==> src/rtl/tt_pulse_pkg.sv <==
// Shared types and limits for the tt_pulse_gen edge-to-pulse generator.
package tt_pulse_pkg;

  typedef enum logic [1:0] {
    MODE_OFF  = 2'b00,
    MODE_RISE = 2'b01,
    MODE_FALL = 2'b10,
    MODE_BOTH = 2'b11
  } mode_t;

  localparam int MAX_CHANNELS = 8;

endpackage

==> src/rtl/tt_pulse_chan.sv <==
// One edge-to-pulse channel: optional synchroniser, edge detect, down-counter, pulse flop.
// PULSE_GEN_SYNC_EN adds a SYNC_STAGES-deep input synchroniser; without it `in` must be clk-synchronous.
module tt_pulse_chan
  import tt_pulse_pkg::*;
#(
  parameter int WIDTH_BITS = 8
`ifdef PULSE_GEN_SYNC_EN
  ,
  parameter int SYNC_STAGES = 2
`endif
) (
  input  logic                  clk,
  input  logic                  rst,
  input  logic                  en,
  input  logic [1:0]            mode,
  input  logic                  retrig,
  input  logic [WIDTH_BITS-1:0] len,
  input  logic                  in,
  output logic                  pulse
);

  logic                  s;
  logic                  prev;
  logic                  rise;
  logic                  fall;
  logic                  edge_hit;
  logic                  trig;
  logic [WIDTH_BITS-1:0] cnt;
  logic [WIDTH_BITS-1:0] len_m1;

`ifdef PULSE_GEN_SYNC_EN
  logic [SYNC_STAGES-1:0] sync;

  always_ff @(posedge clk) begin
    if (rst) sync <= '0;
    else     sync <= {sync[SYNC_STAGES-2:0], in};
  end

  assign s = sync[SYNC_STAGES-1];
`else
  assign s = in;
`endif

  // prev tracks the input even while disabled so re-enabling never fabricates an edge
  always_ff @(posedge clk) begin
    if (rst) prev <= 1'b0;
    else     prev <= s;
  end

  assign rise = s & ~prev;
  assign fall = ~s & prev;

  always_comb begin
    edge_hit = 1'b0;
    unique case (mode_t'(mode))
      MODE_OFF:  edge_hit = 1'b0;
      MODE_RISE: edge_hit = rise;
      MODE_FALL: edge_hit = fall;
      MODE_BOTH: edge_hit = rise | fall;
    endcase
  end

  assign trig   = en & edge_hit & (~pulse | retrig);
  assign len_m1 = (len == '0) ? '0 : len - WIDTH_BITS'(1);

  always_ff @(posedge clk) begin
    if (rst) begin
      pulse <= 1'b0;
      cnt   <= '0;
    end else if (trig) begin
      pulse <= 1'b1;
      cnt   <= len_m1;
    end else if (pulse) begin
      if (cnt != '0) cnt <= cnt - WIDTH_BITS'(1);
      else           pulse <= 1'b0;
    end
  end

endmodule

==> src/rtl/tt_pulse_gen.sv <==
// Multi-channel edge-to-pulse generator top: CHANNELS independent tt_pulse_chan plus registered busy.
// Define PULSE_GEN_SYNC_EN to place a SYNC_STAGES-deep synchroniser in front of each channel.
module tt_pulse_gen
  import tt_pulse_pkg::*;
#(
  parameter int CHANNELS    = 4,
  parameter int WIDTH_BITS  = 8,
  parameter int SYNC_STAGES = 2
) (
  input  logic                  clk,
  input  logic                  rst,
  input  logic                  en,
  input  logic [1:0]            mode,
  input  logic                  retrig,
  input  logic [WIDTH_BITS-1:0] len,
  input  logic [CHANNELS-1:0]   in,
  output logic [CHANNELS-1:0]   pulse_out,
  output logic                  busy
);

  if (CHANNELS < 1 || CHANNELS > MAX_CHANNELS || SYNC_STAGES < 2) begin : g_param_err
    $error("tt_pulse_gen: CHANNELS must be 1..8 and SYNC_STAGES >= 2");
  end

  for (genvar i = 0; i < CHANNELS; i++) begin : g_chan
    tt_pulse_chan #(
      .WIDTH_BITS (WIDTH_BITS)
`ifdef PULSE_GEN_SYNC_EN
      ,
      .SYNC_STAGES(SYNC_STAGES)
`endif
    ) u_chan (
      .clk   (clk),
      .rst   (rst),
      .en    (en),
      .mode  (mode),
      .retrig(retrig),
      .len   (len),
      .in    (in[i]),
      .pulse (pulse_out[i])
    );
  end

  always_ff @(posedge clk) begin
    if (rst) busy <= 1'b0;
    else     busy <= |pulse_out;
  end

endmodule

==> config.mk <==
export PLATFORM = sky130hd
export DESIGN_NAME = tt_pulse_gen
export DESIGN_NICKNAME = d
export VERILOG_FILES = /design/src/rtl/tt_pulse_pkg.sv /design/src/rtl/tt_pulse_chan.sv /design/src/rtl/tt_pulse_gen.sv
export SDC_FILE = /design/constraint.sdc
export NUM_CORES = 1
export LEC_CHECK = 0
export CAP_MARGIN = 20
export CORE_MARGIN = 2
export CORE_UTILIZATION = 40
export CTS_CLUSTER_DIAMETER = 40
export DETAILED_ROUTE_END_ITERATION = 10
export SKIP_CTS_REPAIR_TIMING = 1
export SYNTH_ARGS = -nofsm -noshare
export SYNTH_HDL_FRONTEND = slang
export SYNTH_SLANG_ARGS = --single-unit
==> constraint.sdc <==
create_clock -name clk -period 4.5 [get_ports clk]
set_input_delay 1.125 -clock clk [delete_from_list [all_inputs] [get_ports clk]]
set_output_delay 1.125 -clock clk [all_outputs]
set_load 0.05 [all_outputs]
==> summary.md <==
| Metric | Value |
|---|---|
| Cell row count | `29` |
| Vias per cell | `5.41` |
| F_max | `342 MHz` |
| CTS Buf Count | `5` |
| Ys flop type | `dfxtp_1` |
| H-tree levels | `2` |
| Max_slew headroom | `47.9%` |
| Internal | `0.676 mW` |
| CP Launch Type | `input pin` |
| Library cells used by synthesis | `47` |
| Port Buffers | `22` |
| Final WS setup | `1570 ps` |
| Main area contributors after synthesis | `dfxtp_1, ha_1, a211oi_1` |
| Crit-path max cell delay | `700 ps` |
| Clk pwr share | `26.6%` |
| Routed len/inst | `14.6 um` |
| Gp weighted congestion | `0.822` |
| Worst R2R Setup Slack | `2560 ps` |
| Pwr per Cell Area | `345 mW/mm^2` |
| VDD IR max | `236 uV` |
| Tcrit/Tclk final | `65.0%` |
| Largest net degree at the start of global routing | `31` |
| Top-area cell type share of the netlist area | `32.0%` |
| WHS Path Cells | `2` |
| Final ANT Viol Nets | `0` |
| DP HPWL | `4410 um` |
| Worst slew pin tran | `777 ps` |
| Clk Latency, worst-skew pair | `290 ps` |
| Seq/Total Area, Yosys | `32.0%` |
| Hold Startpoint | `g_chan[1].u_chan.cnt[6]` |
| Synth Warn # | `0` |
| Initial Util | `40.9%` |
| Worst hold-check path type | `flop to flop` |
| Die height | `84.1 um` |
| Clock Root Buffer | `clkbuf_8` |
| Type of the worst setup path | `input pin to flop` |
| Global-route wire length before repair | `9880 um` |
| Crit-path max FO | `7` |
| Hold Slack | `577 ps` |
| Final Hold Fails | `0` |
| Routed met2 length | `2650 um` |
| Die area | `0.00708 mm^2` |
| Worst path bufs/invs | `3` |
| Design Power | `1.01 mW` |
| Sw Ratio | `33.1%` |
| EDFF count, synth | `0` |
| Most used cell along the critical path | `a211oi_1` |
| Worst-path clk slew | `70 ps` |
| Final wirelength | `5890 um` |
| Hold worst-path end | `g_chan[1].u_chan.cnt[6]` |
| Nets | `360` |
| Top Layer Used | `met4` |
| Core ar. | `0.00628 mm^2` |
| Layout area overhead | `13.9%` |
| R2R Path End | `g_chan[0].u_chan.cnt[4]` |
| Max Slew Vio Count | `0` |
| Worst EP required | `4700 ps` |
| Fin crit period | `2930 ps` |
| FF+latch count, synth | `41` |
| Vias | `2173` |
| Logic pwr share | `29.4%` |
| CP top delay family | `compound AO/OA/AOI/OAI gates` |
| Mapped cell area | `0.00257 mm^2` |
| Most frequent cells after synthesis | `nor2_1, dfxtp_1, a211oi_1, inv_1, ha_1` |
| Antenna diodes | `0` |
| DRC violations left | `0` |
| Outcome | `finished clean` |
| Setup slack after placement | `1230 ps` |
| Setup_tns | `0 ps` |
| LEAKAGE | `1.08 nW` |
| M1 wire length | `3040 um` |
| Sequential Power Share | `44.0%` |
| Reg2reg path depth | `7` |
| Syn nets | `344` |
| Worst-path cell chain | `clkdlybuf4s50_1 > inv_1 > ha_1 > inv_1 > mux2i_1 > a211oi_1 > a211oi_1 > a211oi_1` |
| GRT overflow | `0` |
| Async SR Flop Fraction | `0%` |
| Final setup fails | `0` |
| Sw power | `0.334 mW` |
| Reg-to-Reg Start | `g_chan[0].u_chan.cnt[0]` |
| TritonCTS clock tree | `built` |
| Vias in the first global route | `2004` |
| IO Pins | `23` |
| Crit path DAT | `3130 ps` |
| Yosys top cell by area | `dfxtp_1` |
| Clk buf depth | `2` |
| Number of DRC markers in iteration 0 | `66` |
| Initial antenna violation count | `0` |
| Overall routing resource usage | `17.4%` |
| DRT Pass-1 Iters | `4` |
| Cells after Synth | `308` |
| Clock tree sinks | `41` |
| Met3 WL post-DR | `113 um` |
| Max Cap Viol | `0` |
| Top-count cell post-synth | `nor2_1` |
| CP Capture Type | `flop` |
| Unrepaired setup endpoints after global routing | `no` |
| Fraction of layout instances using a drive strength above 1 | `7.38%` |
| Avg Inst Size Synth | `8.34 um^2` |
| Worst path slowest cell | `a211oi_1` |
| Chip width | `84.1 um` |
| Post-layout util | `46.6%` |
| Clk_skew | `12.4 ps` |
## worst max-delay path by stage
stage,from,end,slack [ps],depth (start not counted)
after CTS,in[1],g_chan[1].u_chan.cnt[2],1540,8
after global routing,in[1],g_chan[1].u_chan.cnt[2],1380,8
after global placement,in[1],g_chan[1].u_chan.cnt[2],1210,8
after detailed placement,in[1],g_chan[1].u_chan.cnt[4],1230,8
final,in[1],g_chan[1].u_chan.cnt[2],1570,8
after floorplan,in[1],g_chan[1].u_chan.cnt[4],2080,7
## flip-flops by register name (all words and copies together) (netlist names)
register	cells
g_chan.u_chan.cnt	32
busy	1
g_chan.u_chan.pulse	4
g_chan.u_chan.prev	4
## final cells by class
class / count / area, um^2
inverters: 25 / 93.8
multi-input cells: 228 / 1590
fillers: 633 / 3350
clock buffers: 7 / 96.3
clock inverters: 1 / 5.00
flip-flops and latches: 41 / 821
repair buffers: 23 / 228
well taps: 77 / 96.3
## power by group through the flow
| stage | registers (mW) | clock network (mW) | logic [mW] |
|---|---|---|---|
| 2_1_floorplan | 0.445 | 0 | 0.227 |
| 3_3_place_gp | 0.452 | 0 | 0.296 |
| 3_5_place_dp | 0.452 | 0 | 0.295 |
| 4_1_cts | 0.444 | 0.276 | 0.298 |
| 5_1_grt | 0.451 | 0.292 | 0.332 |
| 6_report | 0.444 | 0.269 | 0.297 |
## worst min-delay path, delay by kind of cell (launching register included)
kind            cells  cell delay, ps
flops               1             330
compound gates      1              80
mux                 1             120
## through the flow
step	area, um^2	instances
2_1_floorplan	2570	308
3_3_place_gp	2820	394
3_5_place_dp	2820	394
4_1_cts	2930	402
5_1_grt	2930	402
6_report	2930	402
## per-layer routing
metal	up-vias	GRT usage, %
met5	-	0
met4	0	5.13
met3	6	2.75
met2	20	26.4
met1	1007	25.4
li1	1140	-
## cells in the final DEF (no fill, tap or decap), drive strengths merged, types with 6 or more instances in the layout
master         Yosys  layout
nor3              11      11
or3                8       8
o21ai             14      14
nor2              43      43
a211oi            29      29
inv               25      25
clkdlybuf4s50      0      22
nand2             12      12
ha                18      18
clkbuf             7       7
nor4               6       6
dfxtp             41      41
xnor2             14      14
a21oi             15      15
## cell families (layout without fill, tap and decap cells)
family / after synthesis / after routing / share of synthesized area, %
AO/OA/AOI/OAI: 79 / 79 / 21.4
XOR/XNOR: 18 / 18 / 6.14
adder cells (fa/ha/maj): 18 / 18 / 8.77
buffers and inverters: 39 / 56 / 6.33
flip-flops: 41 / 41 / 32.0
multiplexers: 8 / 8 / 3.31
AND/OR/NAND/NOR: 105 / 105 / 22.1
(Power assumes the default switching activity.)
